===== src/rtl/gpu_ci_pkg.sv =====
// Shared types and constants for the GPU custom-instruction issuer.
package gpu_ci_pkg;

  localparam int unsigned CI_DATA_W = 32;
  localparam int unsigned STAT_W    = 16;

  // GPU result codes: instruction rejected (retry later) / instruction accepted
  localparam logic [CI_DATA_W-1:0] RES_REJECT = 32'd900;
  localparam logic [CI_DATA_W-1:0] RES_ACCEPT = 32'd950;

  typedef enum logic [1:0] {
    IDLE  = 2'd0,
    ISSUE = 2'd1,
    GAP   = 2'd2
  } ci_state_e;

  // One queued custom instruction (65 bits)
  typedef struct packed {
    logic                 is_query;
    logic [CI_DATA_W-1:0] dataB;
    logic [CI_DATA_W-1:0] dataA;
  } ci_entry_t;

  // Saturating increment for the statistics counters
  function automatic logic [STAT_W-1:0] sat_inc16(input logic [STAT_W-1:0] v, input logic en);
    if (en && (v != {STAT_W{1'b1}})) begin
      return v + STAT_W'(1);
    end
    return v;
  endfunction

endpackage : gpu_ci_pkg


===== src/rtl/gpu_instruction_issuer_fifo.sv =====
// Synchronous FIFO of ci_entry_t; head entry is visible until it is popped.
module ci_fifo
  import gpu_ci_pkg::*;
#(
  parameter  int unsigned DEPTH = 8,
  localparam int unsigned LW    = $clog2(DEPTH) + 1
) (
  input  logic          clk,
  input  logic          rst_n,
  input  logic          push,
  input  ci_entry_t     push_entry,
  input  logic          pop,
  output ci_entry_t     head_c,
  output logic          ready,
  output logic          empty,
  output logic [LW-1:0] level,
  output logic [LW-1:0] level_d_c
);

  localparam int unsigned AW = $clog2(DEPTH);

  ci_entry_t     mem_q [DEPTH];
  ci_entry_t     mem_d [DEPTH];
  logic [AW-1:0] wr_ptr_q, wr_ptr_d;
  logic [AW-1:0] rd_ptr_q, rd_ptr_d;
  logic [LW-1:0] level_q, level_d;
  logic          ready_q, ready_d;
  logic          empty_q, empty_d;
  logic          do_push, do_pop;

  // Next-state for storage, pointers, level and the registered full/empty flags
  always_comb begin
    do_push  = push && ready_q;
    do_pop   = pop && !empty_q;
    mem_d    = mem_q;
    wr_ptr_d = wr_ptr_q;
    rd_ptr_d = rd_ptr_q;
    level_d  = level_q;
    if (do_push) begin
      mem_d[wr_ptr_q] = push_entry;
      wr_ptr_d        = wr_ptr_q + AW'(1);
    end
    if (do_pop) begin
      rd_ptr_d = rd_ptr_q + AW'(1);
    end
    case ({do_push, do_pop})
      2'b10:   level_d = level_q + LW'(1);
      2'b01:   level_d = level_q - LW'(1);
      default: level_d = level_q;
    endcase
    ready_d = (level_d != LW'(DEPTH));
    empty_d = (level_d == '0);
  end

  // State registers
  always_ff @(posedge clk or negedge rst_n) begin
    if (!rst_n) begin
      for (int unsigned i = 0; i < DEPTH; i++) begin
        mem_q[i] <= '0;
      end
      wr_ptr_q <= '0;
      rd_ptr_q <= '0;
      level_q  <= '0;
      ready_q  <= 1'b1;
      empty_q  <= 1'b1;
    end else begin
      mem_q    <= mem_d;
      wr_ptr_q <= wr_ptr_d;
      rd_ptr_q <= rd_ptr_d;
      level_q  <= level_d;
      ready_q  <= ready_d;
      empty_q  <= empty_d;
    end
  end

  assign head_c    = mem_q[rd_ptr_q];
  assign ready     = ready_q;
  assign empty     = empty_q;
  assign level     = level_q;
  assign level_d_c = level_d;

endmodule : ci_fifo


===== src/rtl/gpu_instruction_issuer.sv =====
// Custom-instruction initiator for the video processor: queues instruction
// words, issues them one at a time, retries GPU rejects after a quiet gap and
// returns screen codes for query entries.
// Optional build macro GPU_ISSUER_STATS_EN adds saturating issue/reject/drop counters.
module gpu_instruction_issuer
  import gpu_ci_pkg::*;
#(
  parameter  int unsigned FIFO_DEPTH  = 8,
  parameter  int unsigned RETRY_GAP   = 4,
  parameter  int unsigned MAX_RETRIES = 255,
  parameter  int unsigned TIMEOUT     = 16,
  localparam int unsigned LW          = $clog2(FIFO_DEPTH) + 1
) (
  input  logic          clk,
  input  logic          reset,
  input  logic          push_valid,
  output logic          push_ready,
  input  logic [31:0]   push_dataA,
  input  logic [31:0]   push_dataB,
  input  logic          push_is_query,
  output logic          ci_clk_en,
  output logic [31:0]   ci_dataA,
  output logic [31:0]   ci_dataB,
  input  logic          ci_done,
  input  logic [31:0]   ci_result,
  output logic [31:0]   frame_code,
  output logic          frame_code_valid,
  output logic          busy,
  output logic [LW-1:0] fifo_level,
  output logic          err_drop
`ifdef GPU_ISSUER_STATS_EN
  ,
  output logic [15:0]   stat_issued,
  output logic [15:0]   stat_rejected,
  output logic [15:0]   stat_dropped
`endif
);

  localparam int unsigned   TW          = $clog2(TIMEOUT + 1);
  localparam int unsigned   GW          = $clog2(RETRY_GAP + 1);
  localparam logic [TW-1:0] TMO_LAST    = TW'(TIMEOUT - 1);
  localparam logic [GW-1:0] GAP_LAST    = GW'(RETRY_GAP - 1);
  localparam logic [7:0]    RETRY_LIMIT = 8'(MAX_RETRIES);

  ci_state_e     state_q, state_d;
  logic          ci_clk_en_q, ci_clk_en_d;
  logic [31:0]   ci_data_a_q, ci_data_a_d;
  logic [31:0]   ci_data_b_q, ci_data_b_d;
  logic [31:0]   frame_code_q, frame_code_d;
  logic          frame_code_valid_q, frame_code_valid_d;
  logic          err_drop_q, err_drop_d;
  logic          busy_q, busy_d;
  logic [7:0]    retry_q, retry_d;
  logic [TW-1:0] tmo_q, tmo_d;
  logic [GW-1:0] gap_q, gap_d;

  ci_entry_t     push_entry_c;
  ci_entry_t     head_c;
  logic          pop_c;
  logic          fifo_ready;
  logic          fifo_empty;
  logic [LW-1:0] level_d_c;

  assign push_entry_c = '{is_query: push_is_query, dataB: push_dataB, dataA: push_dataA};

  ci_fifo #(
    .DEPTH (FIFO_DEPTH)
  ) u_fifo (
    .clk        (clk),
    .rst_n      (reset),
    .push       (push_valid),
    .push_entry (push_entry_c),
    .pop        (pop_c),
    .head_c     (head_c),
    .ready      (fifo_ready),
    .empty      (fifo_empty),
    .level      (fifo_level),
    .level_d_c  (level_d_c)
  );

  // Issue FSM: next state, pop request and next values of all registered outputs
  always_comb begin
    state_d            = state_q;
    ci_clk_en_d        = ci_clk_en_q;
    ci_data_a_d        = ci_data_a_q;
    ci_data_b_d        = ci_data_b_q;
    frame_code_d       = frame_code_q;
    frame_code_valid_d = 1'b0;
    err_drop_d         = 1'b0;
    retry_d            = retry_q;
    tmo_d              = tmo_q;
    gap_d              = gap_q;
    pop_c              = 1'b0;

    case (state_q)
      IDLE: begin
        // one guaranteed low cycle on ci_clk_en so the GPU can drop done
        ci_clk_en_d = 1'b0;
        if (!fifo_empty) begin
          state_d     = ISSUE;
          ci_clk_en_d = 1'b1;
          ci_data_a_d = head_c.dataA;
          ci_data_b_d = head_c.dataB;
          retry_d     = '0;
          tmo_d       = '0;
        end
      end

      ISSUE: begin
        if (ci_done) begin
          ci_clk_en_d = 1'b0;
          if (ci_result == RES_REJECT) begin
            if (retry_q + 8'd1 == RETRY_LIMIT) begin
              err_drop_d = 1'b1;
              pop_c      = 1'b1;
              state_d    = IDLE;
            end else begin
              retry_d = retry_q + 8'd1;
              gap_d   = '0;
              state_d = GAP;
            end
          end else if (head_c.is_query) begin
            frame_code_d       = ci_result;
            frame_code_valid_d = 1'b1;
            pop_c              = 1'b1;
            state_d            = IDLE;
          end else if (ci_result == RES_ACCEPT) begin
            pop_c   = 1'b1;
            state_d = IDLE;
          end else begin
            err_drop_d = 1'b1;
            pop_c      = 1'b1;
            state_d    = IDLE;
          end
        end else if (tmo_q == TMO_LAST) begin
          ci_clk_en_d = 1'b0;
          err_drop_d  = 1'b1;
          pop_c       = 1'b1;
          state_d     = IDLE;
        end else begin
          tmo_d = tmo_q + TW'(1);
        end
      end

      GAP: begin
        // same head entry and data go out again; retry count is kept
        if (gap_q == GAP_LAST) begin
          state_d     = ISSUE;
          ci_clk_en_d = 1'b1;
          tmo_d       = '0;
        end else begin
          gap_d = gap_q + GW'(1);
        end
      end

      default: begin
        state_d     = IDLE;
        ci_clk_en_d = 1'b0;
      end
    endcase

    if (pop_c) begin
      retry_d = '0;
      tmo_d   = '0;
    end

    busy_d = (level_d_c != '0) || (state_d != IDLE);
  end

  // FSM and output registers; reset drops ci_clk_en immediately
  always_ff @(posedge clk or negedge reset) begin
    if (!reset) begin
      state_q            <= IDLE;
      ci_clk_en_q        <= 1'b0;
      ci_data_a_q        <= '0;
      ci_data_b_q        <= '0;
      frame_code_q       <= '0;
      frame_code_valid_q <= 1'b0;
      err_drop_q         <= 1'b0;
      busy_q             <= 1'b0;
      retry_q            <= '0;
      tmo_q              <= '0;
      gap_q              <= '0;
    end else begin
      state_q            <= state_d;
      ci_clk_en_q        <= ci_clk_en_d;
      ci_data_a_q        <= ci_data_a_d;
      ci_data_b_q        <= ci_data_b_d;
      frame_code_q       <= frame_code_d;
      frame_code_valid_q <= frame_code_valid_d;
      err_drop_q         <= err_drop_d;
      busy_q             <= busy_d;
      retry_q            <= retry_d;
      tmo_q              <= tmo_d;
      gap_q              <= gap_d;
    end
  end

  assign push_ready       = fifo_ready;
  assign ci_clk_en        = ci_clk_en_q;
  assign ci_dataA         = ci_data_a_q;
  assign ci_dataB         = ci_data_b_q;
  assign frame_code       = frame_code_q;
  assign frame_code_valid = frame_code_valid_q;
  assign err_drop         = err_drop_q;
  assign busy             = busy_q;

`ifdef GPU_ISSUER_STATS_EN
  logic [15:0] stat_issued_q, stat_issued_d;
  logic [15:0] stat_rejected_q, stat_rejected_d;
  logic [15:0] stat_dropped_q, stat_dropped_d;

  // Saturating event counters: ISSUE entries, 900 results, dropped entries
  always_comb begin
    stat_issued_d   = sat_inc16(stat_issued_q, (state_d == ISSUE) && (state_q != ISSUE));
    stat_rejected_d = sat_inc16(stat_rejected_q,
                                (state_q == ISSUE) && ci_done && (ci_result == RES_REJECT));
    stat_dropped_d  = sat_inc16(stat_dropped_q, err_drop_d);
  end

  // Statistics registers
  always_ff @(posedge clk or negedge reset) begin
    if (!reset) begin
      stat_issued_q   <= '0;
      stat_rejected_q <= '0;
      stat_dropped_q  <= '0;
    end else begin
      stat_issued_q   <= stat_issued_d;
      stat_rejected_q <= stat_rejected_d;
      stat_dropped_q  <= stat_dropped_d;
    end
  end

  assign stat_issued   = stat_issued_q;
  assign stat_rejected = stat_rejected_q;
  assign stat_dropped  = stat_dropped_q;
`endif

endmodule : gpu_instruction_issuer


===== config.mk =====
export PLATFORM = sky130hd
export DESIGN_NAME = gpu_instruction_issuer
export DESIGN_NICKNAME = d
export VERILOG_FILES = /design/src/rtl/gpu_ci_pkg.sv /design/src/rtl/gpu_instruction_issuer_fifo.sv /design/src/rtl/gpu_instruction_issuer.sv
export SDC_FILE = /design/constraint.sdc
export NUM_CORES = 1
export LEC_CHECK = 0
export CAP_MARGIN = 10
export CORE_MARGIN = 5
export CORE_UTILIZATION = 50
export CTS_CLUSTER_SIZE = 16
export DETAILED_ROUTE_END_ITERATION = 12
export DONT_BUFFER_PORTS = 1
export PLACE_DENSITY = 0.74
export SLEW_MARGIN = 10
export SYNTH_ARGS = -nofsm -noshare
export SYNTH_HDL_FRONTEND = slang
export SYNTH_SLANG_ARGS = --single-unit

===== constraint.sdc =====
create_clock -name clk -period 4.1 [get_ports clk]
set_input_delay 0.41 -clock clk [delete_from_list [all_inputs] [get_ports clk]]
set_output_delay 0.41 -clock clk [all_outputs]
set_load 0.02 [all_outputs]

==> results of run 1 <==
==> synth_stat cells (all sizes together) (3+ instances only) <==
| library cell | instances |
|---|---|
| clkbuf | 89 |
| nand4b | 3 |
| nand3 | 10 |
| mux2i | 66 |
| o21ai | 17 |
| buf | 25 |
| nand2 | 32 |
| nor2 | 83 |
| nor4 | 9 |
| ha | 10 |
| mux2 | 555 |
| xor2 | 5 |
| dfrtp | 648 |
| nor4b | 3 |
| nor3b | 3 |
| nor2b | 4 |
| xnor2 | 7 |
| nand2b | 6 |
| nor3 | 8 |
| mux4 | 130 |
| nand3b | 3 |
| inv | 5 |
| a21oi | 70 |
==> sequential cells by signal (all words and copies together), names as in the netlist, 2 cells and up <==
register         count
frame_code          32
retry_q              8
u_fifo.wr_ptr_q      3
gap_q                3
u_fifo.mem_q       520
ci_dataB            32
ci_dataA            32
tmo_q                5
u_fifo.level         4
u_fifo.rd_ptr_q      3
state_q              2
==> routing by layer <==
metal	share of wire [%]	global-route usage, %	vias up
met3	5.6	4.64	78
met4	1.9	5.60	4
met1	44	27.9	8430
met5	0.034	0	-
met2	49	33.7	323
li1	-	-	6914
==> per-stage QoR <==
step	utilization, %	hold slack, ps	power [uW]
after detailed placement	51.8	163	22000
after global routing	57.9	-507	30100
after global placement	51.8	157	21400
after CTS	57.9	-481	28700
after floorplan	-	114	19500
final	57.9	-474	28400
==> cell families after synthesis <==
group | Yosys count | synth area share, %
buf+inv | 119 | 1.64
compound gates | 101 | 2.02
mux | 751 | 34.8
fa+ha+maj | 10 | 0.443
simple gates | 180 | 3.13
flops | 650 | 57.6
xor+xnor | 12 | 0.372
==> power by group through the flow <==
stage          logic (uW)  clock network [uW]  registers (uW)
4_1_cts              9860                6650           12200
3_5_place_dp         9690                   0           12300
3_3_place_gp         9390                   0           12000
6_report             9720                6480           12200
2_1_floorplan        7990                   0           11500
5_1_grt             10600                6920           12600
==> worst reg2reg max path, cell delays in order (launching register included) <==
cell and delay [ps]:
sky130_fd_sc_hd__dfrtp_1 460, sky130_fd_sc_hd__ha_1 300, sky130_fd_sc_hd__and2b_1 210, sky130_fd_sc_hd__o21ai_1 60, sky130_fd_sc_hd__a2111o_1 400, sky130_fd_sc_hd__nand4b_2 160, sky130_fd_sc_hd__nand2_1 90, sky130_fd_sc_hd__nor2_1 140
sky130_fd_sc_hd__ha_1 350, sky130_fd_sc_hd__or3b_2 490, sky130_fd_sc_hd__a31oi_1 200, sky130_fd_sc_hd__nor3_2 60, sky130_fd_sc_hd__xnor2_1 180, sky130_fd_sc_hd__or4b_1 530
==> final timing paths <==
path	depth (start not counted)	from	endpoint	slack, ps
min	0	reset	u_fifo.mem_q[236]	-470
max reg2reg	13	retry_q[0]	busy	360
min reg2reg	2	tmo_q[4]	tmo_q[4]	490
min in group clk	3	ci_done	tmo_q[0]	120
max	13	retry_q[0]	busy	360
max in group asynchronous	0	reset	ci_dataA[25]	2670
==> area by class of cell <==
cell class                 instances  share of cell area [%]
sequential                       650                    50.1
multi-input combinational       1054                    35.6
clock buffer                     103                    6.48
timing repair buffer             119                    3.90
tap                              756                    2.91
clock inverter                    22                   0.893
antenna                            8                  0.0616
inverter                           5                  0.0577
==> timing repair <==
| action | in CTS | in global routing |
|---|---|---|
| setup endpoints to repair | 0 | 0 |
| endpoints found under the hold margin | 1204 | 650 |
| resized for setup | 0 | 0 |
==> impl_metrics.py, run 1 <==
metrics = {
    "layout": {
        "fillers": 4286,
        "layout.cells.non_filler": 2717,
        "post-route-cell-area_um2": 32500,
        "final_nets": 2010,
        "combined_area_of_the_multi_input_logic_cells_um2": 11600,
        "layout_commonest_cell": "sky130_fd_sc_hd__dfrtp_1",
        "commonest_cells_after_routing_fill_and_taps_aside": "sky130_fd_sc_hd__dfrtp_1, sky130_fd_sc_hd__mux2_2, sky130_fd_sc_hd__mux4_2",
        "flow.area_growth_from_synthesis_pct": 15.1,
        "layout-drive-gt1-share_pct": 43.2,
        "seq_area_um2": 16300,
    },
    "timing": {
        "min_period_over_period_pct": 91.2,
        "worst_hold_slack_ps": -474,
        "setup_total_negative_slack_ps": 0,
        "drv_slew": 325,
        "final.setup.worst_slack_ps": 362,
        "rsz0062_at_grt": "false",
        "final_period_minus_worst_setup_slack_ps": 3740,
        "final_worst_clock_skew_ps": 34.5,
        "worst_slew_margin_rel_pct": -61.1,
        "setup-violations-final": 0,
        "max_freq_mhz": 268,
        "tightestPinTransition_ps": 2420,
        "hold_viol_final": 452,
    },
    "power_and_ir_drop": {
        "power.combinational.fraction_pct": 34.2,
        "power.sequential.fraction_pct": 42.9,
        "power-per-cell-area_nw_per_um2": 873,
        "power.net_switching_uw": 9050,
        "worst_vdd_drop_v": 0.000642,
        "p_int_uw": 19300,
        "total_leakage_power_uw": 0.0136,
        "power.share.switching_pct": 31.9,
        "clkPwrFrac_pct": 22.8,
    },
    "worst_setup_path": {
        "cp_data_required_time_ps": 4580,
        "path_delay_family": "simple AND/OR/NAND/NOR gates",
        "critPathMaxStageDelay_ps": 530,
        "timing_worst_setup_path_type": "reg2reg",
        "crit_chain": "ha_1, and2b_1, o21ai_1, a2111o_1, nand4b_2, nand2_1, nor2_1, ha_1, or3b_2, a31oi_1, nor3_2, xnor2_1, or4b_1",
        "cp.arrival_ps": 4210,
        "critPathBufInv": 0,
        "slowest_stage": "sky130_fd_sc_hd__or4b_1",
        "worst_setup_path_start_kind": "register",
        "most_repeated_library_cell_on_the_critical_path": "sky130_fd_sc_hd__ha_1",
        "worst_setup_path_end_kind": "register",
        "crit_fanout": 8,
    },
    "clocking": {
        "cts_stage_hold_buffer_count": 100,
        "cts_tree": "done",
        "total_clock_buffers_created_by_cts": 69,
        "tritoncts_num_sinks": 650,
        "post_cts.repair.setup_buffers": 0,
        "clock_tree.buffer_depth": 3,
        "worst_setup_hold_path_clk_slew_ps": 60,
        "clkLatencyLatePin_ps": 610,
        "htree_levels": 3,
        "cts_root_buffer": "sky130_fd_sc_hd__clkbuf_16",
    },
    "synth": {
        "synthCells": 1823,
        "synth_area_leaders": "sky130_fd_sc_hd__dfrtp_1, sky130_fd_sc_hd__mux2_2, sky130_fd_sc_hd__mux4_2",
        "yosys.area.top_type_share_pct": 57.4,
        "share_of_synthesized_area_occupied_by_flip_flops_and_latches_pct": 57.6,
        "syn_avg_cell_area_um2": 15.5,
        "synthesis.yosys.warnings": 0,
        "synth.ff_latch_count": 650,
        "asyncSetResetFlopFracSynth_pct": 100,
        "postSynth.topFlopCell": "sky130_fd_sc_hd__dfrtp_1",
        "synth.net_count": 1934,
        "distinct_cell_type_count_after_synthesis": 54,
        "synth_edf_count": 0,
        "post-synth-top-area-cell": "sky130_fd_sc_hd__dfrtp_1",
        "synth_area_um2": 28300,
    },
    "grt": {
        "first_global_vias": 17200,
        "maximum_number_of_pins_on_one_net_before_global_route_repair": 651,
        "globalRouteTotalUtil_pct": 20.5,
        "overflow": 0,
        "grt_antenna_before_repair": 8,
        "global_route_wire_length_before_repair_um": 99200,
    },
    "placed_design": {
        "io_buffers": 0,
        "placement.setup.worst_slack_ps": 405,
        "detailed_place_hpwl_um": 33300,
        "globalplace.congestion": 0.738,
        "numPlacedInstances": 2484,
        "dpl_cell_area_um2": 29100,
    },
    "hold_path": {
        "holdCritPathClass": "in2async",
    },
    "floorplanning": {
        "number_of_primary_i_o_pins": 206,
        "die_w_um": 248,
        "die-area_um2": 61400,
        "effective_utilization_at_floorplan_pct": 50.3,
        "chipHeight_um": 248,
        "placementRows": 87,
        "placeableCoreArea_um2": 56200,
    },
    "status": {
        "result_of_the_run": "finished, violations left",
        "failed_checks": "hold timing, slew limit",
    },
    "routing": {
        "detail_route.wl_per_cell_um": 22.6,
        "postRouteAntennaNets": 0,
        "dr.first_iter.drc_count": 844,
        "detailroute.via_count": 15700,
        "viasPerCell": 5.80,
        "drc_errors": 0,
        "routed_wirelength_um": 61500,
        "first_pass_iters": 5,
    },
    "flow_run": {
        "timing.max_cap.violations": 0,
    },
}
Note: power is estimated with default switching activity, not from simulation.
==> inputs of run 2 (changes only) <==
--- a/config.mk
+++ b/config.mk
@@ -11,7 +11,7 @@
 export CTS_CLUSTER_SIZE = 16
 export DETAILED_ROUTE_END_ITERATION = 12
 export DONT_BUFFER_PORTS = 1
-export PLACE_DENSITY = 0.74
+export PLACE_DENSITY = 0.75
 export SLEW_MARGIN = 10
 export SYNTH_ARGS = -nofsm -noshare
 export SYNTH_HDL_FRONTEND = slang
==> impl_metrics.py, run 2 (synthesized netlist as in run 1, its figures left out) <==
metrics = {
    "status": {
        "result_of_the_run": "finished, violations left",
        "failed_checks": "hold timing",
    },
    "routing": {
        "routed_wirelength_um": 61800,
        "viasPerCell": 5.83,
        "detail_route.wl_per_cell_um": 22.8,
        "dr.first_iter.drc_count": 940,
        "first_pass_iters": 4,
        "drc_errors": 0,
        "postRouteAntennaNets": 0,
        "detailroute.via_count": 15800,
    },
    "power_and_ir_drop": {
        "power-per-cell-area_nw_per_um2": 872,
        "total_leakage_power_uw": 0.0135,
        "worst_vdd_drop_v": 0.000528,
    },
    "worst_setup_path": {
        "crit_chain": "ha_1, and2b_1, o21ai_1, a2111o_1, nand4b_2, nand2_1, nor2_1, ha_1, or3b_2, a31oi_1, nor3_2, xnor2_1, or4b_1",
        "reg2reg_to": "busy",
        "reg2reg_slack_ps": 350,
        "cp-endpoint": "busy",
        "launch_instance_of_the_worst_register_to_register_path": "retry_q[0]",
        "worst_setup_path_end_kind": "register",
        "most_repeated_library_cell_on_the_critical_path": "sky130_fd_sc_hd__ha_1",
        "cp_data_required_time_ps": 4570,
        "worst_setup_path_start_kind": "register",
        "cp.arrival_ps": 4220,
        "worst_setup_path_startpoint": "retry_q[0]",
        "slowest_stage": "sky130_fd_sc_hd__or4b_1",
        "r2r_cells": 13,
        "crit_fanout": 8,
        "timing_worst_setup_path_type": "reg2reg",
        "critPathMaxStageDelay_ps": 530,
    },
    "clocking": {
        "clock_tree.buffer_depth": 3,
        "total_clock_buffers_created_by_cts": 70,
        "postCtsResizedCells": 0,
        "post_cts.repair.setup_buffers": 0,
        "cts_stage_hold_buffer_count": 100,
        "cts_root_buffer": "sky130_fd_sc_hd__clkbuf_16",
        "htree_levels": 3,
        "cts_tree": "done",
        "tritoncts_num_sinks": 650,
        "worst_setup_hold_path_clk_slew_ps": 60,
        "clkLatencyLatePin_ps": 610,
    },
    "floorplanning": {
        "effective_utilization_at_floorplan_pct": 50.3,
        "die_w_um": 248,
        "chipHeight_um": 248,
        "placeableCoreArea_um2": 56200,
        "placementRows": 87,
        "die-area_um2": 61400,
        "number_of_primary_i_o_pins": 206,
    },
    "layout": {
        "layout_commonest_cell": "sky130_fd_sc_hd__dfrtp_1",
        "fillers": 4238,
        "commonest_cells_after_routing_fill_and_taps_aside": "sky130_fd_sc_hd__dfrtp_1, sky130_fd_sc_hd__mux2_2, sky130_fd_sc_hd__mux4_2",
        "layout-drive-gt1-share_pct": 43.0,
        "seq_area_um2": 16300,
        "final_nets": 2011,
        "largest_register_ff_count": 520,
        "combined_area_of_the_multi_input_logic_cells_um2": 11600,
        "flow.area_growth_from_synthesis_pct": 14.6,
        "largest-register": "u_fifo.mem_q",
    },
    "flow_run": {
        "timing.max_cap.violations": 0,
    },
    "placed_design": {
        "globalplace.congestion": 0.780,
        "io_buffers": 0,
        "detailed_place_hpwl_um": 33800,
    },
    "timing": {
        "rsz0062_at_grt": "false",
        "worst_slew_margin_rel_pct": 9.96,
        "tightestPinTransition_ps": 1350,
        "setup-violations-final": 0,
        "setup_total_negative_slack_ps": 0,
        "final_worst_clock_skew_ps": 23.7,
        "drv_slew": 0,
        "hold_viol_final": 648,
        "max_freq_mhz": 267,
        "final_period_minus_worst_setup_slack_ps": 3750,
        "worst_hold_slack_ps": -477,
        "min_period_over_period_pct": 91.5,
    },
    "grt": {
        "globalRouteTotalUtil_pct": 20.6,
        "overflow": 0,
        "maximum_number_of_pins_on_one_net_before_global_route_repair": 651,
        "grt_antenna_before_repair": 11,
        "global_route_wire_length_before_repair_um": 99400,
        "first_global_vias": 17400,
    },
    "hold_path": {
        "holdCritPathClass": "in2async",
    },
}
-- run 2: routing by layer --
layer  share of wire, %  track usage, %  up-vias
li1                   -               -     6914
met1                 44            28.0     8495
met2                 49            34.1      326
met3                5.4            4.65       69
met4                1.4            5.12        8
met5              0.078               0        -
-- run 2: cell type report --
type                    count  share of cell area, %
clock buffers             101                   6.40
clock inverters            22                  0.722
diodes                      6                 0.0464
inverters                   5                 0.0580
multi-input cells        1054                   35.8
well taps                 756                   2.92
flip-flops and latches    650                   50.3
repair buffers            119                   3.80
-- run 2: how the worst min path moves through the flow --
stage	start	endpoint	slack, ps
3_5_place_dp	reset	u_fifo.mem_q[171]	170
6_report	reset	u_fifo.mem_q[236]	-480
3_3_place_gp	reset	frame_code[30]	150
2_1_floorplan	reset	busy	110
5_1_grt	reset	u_fifo.mem_q[236]	-500
4_1_cts	reset	gap_q[2]	-490
-- run 2: worst max-delay path, delay by kind of cell (launching register included) --
kind | cells | cell delay, ps
compound gates | 3 | 670
xor+xnor | 1 | 170
fa+ha+maj | 2 | 650
flops | 1 | 460
simple gates | 7 | 1680
-- run 2: metrics by stage --
step	cell area, um2	power (uW)	utilization [%]	instances	worst slack, ps
2_1_floorplan	28300	19500	-	1823	474
6_report	32400	28200	57.7	2713	348
5_1_grt	32400	30000	57.7	2713	228
4_1_cts	32400	28500	57.6	2707	373
3_3_place_gp	29100	21400	51.7	2484	497
3_5_place_dp	29100	22000	51.7	2484	397
-- run 2: power by group --
group / leakage, uW / internal, uW / switching, uW / total (uW)
Clock: 0.00114 / 3770 / 2520 / 6290
Combinational: 0.00458 / 5710 / 3960 / 9670
Sequential: 0.00778 / 9680 / 2590 / 12300
Total: 0.0135 / 19100 / 9070 / 28200
